<file path="src/rtl/nibble_serial_adder_pkg.sv">
// -----------------------------------------------------------------------------
// nibble_serial_adder_pkg
//   Shared definitions for the nibble-serial adder/subtractor:
//     - NIBBLE    : width of one slice handled by the ripple-carry adder
//     - state_e   : sequencer states (IDLE=0, RUN=1, DONE=2)
//     - signed_ovf: two's-complement overflow from the three sign bits
// -----------------------------------------------------------------------------
package nibble_serial_adder_pkg;

  localparam int NIBBLE = 4;

  typedef enum logic [1:0] {
    ST_IDLE = 2'd0,
    ST_RUN  = 2'd1,
    ST_DONE = 2'd2
  } state_e;

  // Overflow occurs when both operands share a sign and the result's sign
  // differs from it. For subtraction, b_msb is the sign of the inverted B.
  function automatic logic signed_ovf(input logic a_msb,
                                      input logic b_msb,
                                      input logic s_msb);
    return (a_msb == b_msb) && (s_msb != a_msb);
  endfunction

endpackage

</file>
<file path="src/rtl/nibble_serial_adder_rca4.sv">
// -----------------------------------------------------------------------------
// rca4
//   Purely combinational 4-bit ripple-carry adder.
//   Ports:
//     i_a, i_b  in  [3:0]  addends
//     i_cin     in  1      carry-in
//     o_sum     out [3:0]  i_a + i_b + i_cin (low 4 bits)
//     o_cout    out 1      carry out of bit 3
// -----------------------------------------------------------------------------
module rca4
  import nibble_serial_adder_pkg::*;
(
  input  logic [NIBBLE-1:0] i_a,
  input  logic [NIBBLE-1:0] i_b,
  input  logic              i_cin,
  output logic [NIBBLE-1:0] o_sum,
  output logic              o_cout
);

  logic [NIBBLE:0] w_c;

  assign w_c[0] = i_cin;

  for (genvar g = 0; g < NIBBLE; g++) begin : g_fa
    assign o_sum[g]   = i_a[g] ^ i_b[g] ^ w_c[g];
    assign w_c[g + 1] = (i_a[g] & i_b[g]) | (w_c[g] & (i_a[g] ^ i_b[g]));
  end

  assign o_cout = w_c[NIBBLE];

endmodule

</file>
<file path="src/rtl/nibble_serial_adder.sv">
// -----------------------------------------------------------------------------
// nibble_serial_adder
//   Multi-cycle WIDTH-bit adder/subtractor that reuses one 4-bit ripple-carry
//   adder. Operands are latched on an accepted start, then one nibble per
//   clock (LSB first) is pushed through rca4 with the carry registered between
//   nibbles. After WIDTH/4 cycles the result is complete and done pulses.
//   WIDTH must be a multiple of 4 and at least 8.
//   Ports:
//     clk    in   1      rising-edge clock
//     rst_n  in   1      asynchronous active-low reset
//     start  in   1      request, accepted whenever busy=0
//     sub    in   1      0: a+b+cin, 1: a-b (b inverted, carry-in forced to 1)
//     a, b   in   WIDTH  operands, sampled on accepted start
//     cin    in   1      carry-in, sampled on accepted start; ignored if sub=1
//     busy   out  1      high while nibbles are being processed
//     done   out  1      one-cycle pulse: sum/cout/ovf are valid
//     sum    out  WIDTH  result register (fills nibble by nibble during RUN)
//     cout   out  1      carry out of bit WIDTH-1 (subtract: 1 = no borrow)
//     ovf    out  1      two's-complement signed overflow
// -----------------------------------------------------------------------------
module nibble_serial_adder
  import nibble_serial_adder_pkg::*;
#(
  parameter int WIDTH = 16
) (
  input  logic             clk,
  input  logic             rst_n,
  input  logic             start,
  input  logic             sub,
  input  logic [WIDTH-1:0] a,
  input  logic [WIDTH-1:0] b,
  input  logic             cin,
  output logic             busy,
  output logic             done,
  output logic [WIDTH-1:0] sum,
  output logic             cout,
  output logic             ovf
);

  localparam int                N        = WIDTH / NIBBLE;
  localparam int                IDX_W    = $clog2(N);
  localparam logic [IDX_W-1:0]  LAST_IDX = IDX_W'(N - 1);

  state_e             r_state;
  state_e             w_state_next;

  logic [WIDTH-1:0]   r_a_lat;
  logic [WIDTH-1:0]   r_b_lat;     // already inverted for subtraction
  logic               r_carry;     // carry between nibbles
  logic [IDX_W-1:0]   r_idx;
  logic [WIDTH-1:0]   r_sum;
  logic               r_cout;
  logic               r_ovf;

  logic               w_accept;
  logic               w_last;
  logic [NIBBLE-1:0]  w_a_nib;
  logic [NIBBLE-1:0]  w_b_nib;
  logic [NIBBLE-1:0]  w_sum_nib;
  logic               w_cout_nib;

  // A request is taken in IDLE and also in DONE, which gives back-to-back
  // operation without an idle bubble.
  assign w_accept = start && (r_state != ST_RUN);
  assign w_last   = (r_state == ST_RUN) && (r_idx == LAST_IDX);

  assign w_a_nib  = r_a_lat[int'(r_idx) * NIBBLE +: NIBBLE];
  assign w_b_nib  = r_b_lat[int'(r_idx) * NIBBLE +: NIBBLE];

  rca4 u_rca4 (
    .i_a    (w_a_nib),
    .i_b    (w_b_nib),
    .i_cin  (r_carry),
    .o_sum  (w_sum_nib),
    .o_cout (w_cout_nib)
  );

  // ---------------------------------------------------------------------------
  // State register
  // ---------------------------------------------------------------------------
  // NOTE: sequential state uses non-blocking assignments so every register
  // samples pre-edge values, regardless of the order of the statements.
  always_ff @(posedge clk or negedge rst_n) begin
    if (!rst_n) begin
      r_state <= ST_IDLE;
    end else begin
      r_state <= w_state_next;
    end
  end

  // ---------------------------------------------------------------------------
  // Next-state and state-decoded outputs
  // ---------------------------------------------------------------------------
  // NOTE: every output of this block gets a default first; a path that left
  // one unassigned would make it hold its value, i.e. infer a latch.
  always_comb begin
    w_state_next = r_state;
    busy         = 1'b0;
    done         = 1'b0;
    case (r_state)
      ST_IDLE: begin
        if (start) w_state_next = ST_RUN;
      end
      ST_RUN: begin
        busy = 1'b1;
        if (r_idx == LAST_IDX) w_state_next = ST_DONE;
      end
      ST_DONE: begin
        done         = 1'b1;
        w_state_next = start ? ST_RUN : ST_IDLE;
      end
      default: begin
        w_state_next = ST_IDLE;
      end
    endcase
  end

  // ---------------------------------------------------------------------------
  // Operand latches, nibble sequencing and result collection
  // ---------------------------------------------------------------------------
  always_ff @(posedge clk or negedge rst_n) begin
    if (!rst_n) begin
      r_a_lat <= '0;
      r_b_lat <= '0;
      r_carry <= 1'b0;
      r_idx   <= '0;
      r_sum   <= '0;
      r_cout  <= 1'b0;
      r_ovf   <= 1'b0;
    end else if (w_accept) begin
      // Subtraction is a + ~b + 1; the +1 rides in on the first carry.
      r_a_lat <= a;
      r_b_lat <= sub ? ~b : b;
      r_carry <= sub | cin;
      r_idx   <= '0;
      r_cout  <= 1'b0;
      r_ovf   <= 1'b0;
    end else if (r_state == ST_RUN) begin
      r_sum[int'(r_idx) * NIBBLE +: NIBBLE] <= w_sum_nib;
      r_carry                               <= w_cout_nib;
      if (w_last) begin
        r_idx  <= '0;
        r_cout <= w_cout_nib;
        r_ovf  <= signed_ovf(r_a_lat[WIDTH-1], r_b_lat[WIDTH-1],
                             w_sum_nib[NIBBLE-1]);
      end else begin
        r_idx  <= r_idx + 1'b1;
      end
    end
  end

  assign sum  = r_sum;
  assign cout = r_cout;
  assign ovf  = r_ovf;

endmodule

</file>
<file path="config.mk">
export PLATFORM = sky130hd
export DESIGN_NAME = nibble_serial_adder
export DESIGN_NICKNAME = d
export VERILOG_FILES = /design/src/rtl/nibble_serial_adder_pkg.sv /design/src/rtl/nibble_serial_adder_rca4.sv /design/src/rtl/nibble_serial_adder.sv
export SDC_FILE = /design/constraint.sdc
export NUM_CORES = 1
export LEC_CHECK = 0
export ABC_AREA = 1
export CAP_MARGIN = 20
export CELL_PAD_IN_SITES_DETAIL_PLACEMENT = 0
export CELL_PAD_IN_SITES_GLOBAL_PLACEMENT = 1
export CORE_MARGIN = 5
export CORE_UTILIZATION = 34
export CTS_CLUSTER_SIZE = 8
export DETAILED_ROUTE_END_ITERATION = 10
export GPL_TIMING_DRIVEN = 0
export PLACE_DENSITY = 0.82
export SLEW_MARGIN = 20
export SYNTH_ARGS = -nofsm -noshare
export SYNTH_HDL_FRONTEND = slang
export SYNTH_SLANG_ARGS = --single-unit
export TNS_END_PERCENT = 20
</file>
<file path="constraint.sdc">
create_clock -name clk -period 2.75 [get_ports clk]
set_input_delay 0.6875 -clock clk [delete_from_list [all_inputs] [get_ports clk]]
set_output_delay 0.6875 -clock clk [all_outputs]
set_load 0.01 [all_outputs]
</file>
==> impl_metrics.py <==
metrics = {
    "pwr": {
        "power_switching_mw": 1.953,
        "p_sw_frac": 0.4398,
        "p_int_mw": 2.487,
        "leakagePower_nw": 1.974,
        "p_comb_frac": 0.593,
        "ir_drop_uv": 512.7,
        "pwr-share-clk": 0.109,
        "power_mw": 4.440,
        "seq_power_share": 0.298,
        "power.density_nw_per_um2": 1155,
    },
    "worst_setup_path": {
        "reg2reg_from": "r_idx[0]",
        "cp_cell_sequence": "buf_6, inv_6, buf_8, buf_4, o211ai_1, nand2_1, fa_2, inv_2, fa_2, inv_2, fa_2, inv_1, nand2_1, nand2_1, nand3_1, nand2_1",
        "startpoint_type": "register",
        "path_class": "reg2reg",
        "worst_ep_arrival_time_ns": 3.01,
        "critPathMaxFanout": 5,
        "cp_slowest_cell": "fa_2",
        "cp_slowest_stage_delay_ns": 0.61,
        "cpMostUsedCell": "nand2_1",
        "worstPathRequired_ns": 2.96,
        "startpoint": "r_idx[0]",
        "end_kind": "register",
    },
    "finish": {
        "final_common_cell": "nand2_1",
        "final_cells": 548,
        "final_area_um2": 3844,
        "layout-drive-gt1-share": 0.1332,
        "seqCellArea_um2": 1376,
        "postLayoutCoreUtil": 0.4678,
        "fillers": 820,
        "area_delta_synth_final_pct": 33.62,
        "multi_input_area_um2": 1341,
        "insertedDiodeCount": 0,
        "layout_common_cells": "172 x nand2_1, 55 x dfrtp_1, 54 x clkdlybuf4s50_1, 24 x nand3_1, 22 x inv_1",
        "nets": 489,
    },
    "routing": {
        "drt-wirelength-per-cell_um": 12.38,
        "wirelength_mm": 6.783,
        "route.detailed.drc": 0,
        "firstDrtPassIters": 4,
        "final_antenna_net_count": 0,
        "vias_per_cell": 4.511,
        "drtIter0Drc": 103,
        "vias": 2472,
    },
    "timing": {
        "fmax_mhz": 357.4,
        "setup_ws_ns": -0.04838,
        "hold_ws_ns": 0.4154,
        "slew_viol_final": 0,
        "finalCritPeriodShare": 1.018,
        "min_period_ns": 2.798,
        "worst_pin_slew_ns": 0.6741,
        "rsz0062_at_grt": "true",
        "finalSetupViolations": 4,
        "max_slew_margin": 0.5506,
        "clock-skew-final_ns": 0.004183,
        "finalHoldViolCount": 0,
        "setup_tns_ns": -0.1115,
    },
    "logic_synthesis": {
        "synth_ff_type": "dfrtp_1",
        "avgSynthCellArea_um2": 7.817,
        "yosys_register_bits": 55,
        "syn-num-nets": 415,
        "synth_edf_count": 0,
        "synth_cell_types": 18,
        "synthCells": 368,
        "synthArstFlopShare": 1.000,
        "seq_area_frac_synth": 0.4785,
        "syn-cell-area_um2": 2877,
        "synth_warnings": 0,
    },
    "floorplan": {
        "start_util": 0.3501,
        "dieArea_um2": 10400,
        "core_area_um2": 8217,
        "die_h_um": 102.0,
        "fp.dieW_um": 102.0,
        "io_pins": 57,
        "num_rows": 33,
    },
    "hold_path": {
        "hp-class": "in2async",
    },
    "clocking": {
        "ctsHtreeMaxLevel": 2,
        "path_clk_slew_ns": 0.09,
        "cts.sinks": 55,
        "cts_tree": "done",
        "cts_root_buffer": "clkbuf_8",
        "numCtsBuffers": 5,
        "ctsLongestPathBuffers": 2,
        "clkLatencyLatePin_ns": 0.31,
    },
    "place": {
        "pre_cts_ws_ns": -0.4234,
        "numPortBuffers": 55,
        "placed_cells": 528,
        "place_area_um2": 3581,
        "gp_congestion": 0.7807,
        "dp_hpwl_mm": 4.929,
    },
    "status": {
        "violations": "setup timing",
        "run_status": "finished, violations left",
    },
    "flow_run": {
        "drv_cap": 0,
    },
    "global_route": {
        "antenna_found_initial": 0,
        "grt_pass1_vias": 2443,
        "grt_pass1_wl_mm": 11.13,
        "track_usage": 0.1373,
        "grt_max_degree": 56,
        "overflow": 0,
    },
}
==> Yosys cell counts (2+ instances only) <==
master | number | area, um^2
buf_2 | 11 | 55.05
o21ai_0 | 10 | 50.05
inv_2 | 2 | 7.510
nand4_1 | 2 | 12.51
dfrtp_1 | 55 | 1376
ha_1 | 6 | 75.07
o211ai_1 | 6 | 45.04
xor2_1 | 16 | 140.1
inv_1 | 26 | 97.59
nand2_4 | 2 | 22.52
fa_1 | 4 | 80.08
nor2_1 | 15 | 56.30
nand2_1 | 177 | 664.4
nand3_1 | 28 | 140.1
buf_4 | 5 | 37.54
==> logic make-up (layout without fill, tap and decap cells) <==
group / count (synthesis) / count (layout) / share of synthesized area
flops: 55 / 55 / 0.4785
compound gates: 17 / 17 / 0.03523
simple gates: 225 / 225 / 0.3136
fa+ha+maj: 10 / 10 / 0.05394
buf+inv: 45 / 120 / 0.07003
xor+xnor: 16 / 16 / 0.04872
==> layout make-up <==
type,instances,share of cell area
tap,105,0.03418
buffer,16,0.03483
clock buffer,8,0.02604
multi-input combinational,268,0.3490
timing repair buffer,67,0.1670
inverter,29,0.03092
sequential,55,0.3581
==> power by group through the flow <==
| stage | clock network (mW) | registers [mW] | logic [mW] |
|---|---|---|---|
| after floorplan | 0 | 1.34 | 1.57 |
| after global placement | 0 | 1.34 | 2.28 |
| after detailed placement | 0 | 1.35 | 2.32 |
| after CTS | 0.493 | 1.32 | 2.56 |
| after global routing | 0.519 | 1.37 | 2.95 |
| final | 0.484 | 1.32 | 2.63 |
==> per-layer routing <==
layer / track usage / routed length [um] / up-vias
li1: - / - / 1276
met2: 0.2344 / 3344 / 52
met3: 0.02389 / 306 / 10
met1: 0.1720 / 3017 / 1134
met5: 0 / 0 / -
met4: 0.05651 / 114 / 0
==> what timing repair did <==
action,CTS,global route
buffers inserted,11,1
endpoints found under the hold margin,0,0
resized for setup,14,12
setup endpoints to repair,8,7
pin swaps,7,7
hold buffers,0,0
==> path summary, 6_finish.rpt <==
| check | to | slack [ns] | depth (start not counted) |
|---|---|---|---|
| worst max-delay path | ovf | -0.05 | 16 |
| worst min register to register | sum[13] | 0.48 | 2 |
| max in group asynchronous | r_b_lat[0] | 1.90 | 1 |
| worst max register to register | ovf | -0.05 | 16 |
| min in group clk | sum[13] | 0.48 | 2 |
| worst min-delay path | sum[10] | 0.42 | 1 |
==> flip-flops by register name, summed over array words and instances, names as in the netlist <==
register	cells
r_state	2
ovf	1
r_idx	2
cout	1
r_b_lat	16
r_a_lat	16
r_carry	1
sum	16
==> worst max-delay path: cells and delay by family (launching register included) <==
family	cells	cell delay, ns
DFF	1	0.37
adders and majority gates	3	1.19
buffers and inverters	7	0.58
AOI/OAI and AO/OA	1	0.21
and+or+nand+nor	5	0.34
Power figures use the tool's default switching activity.
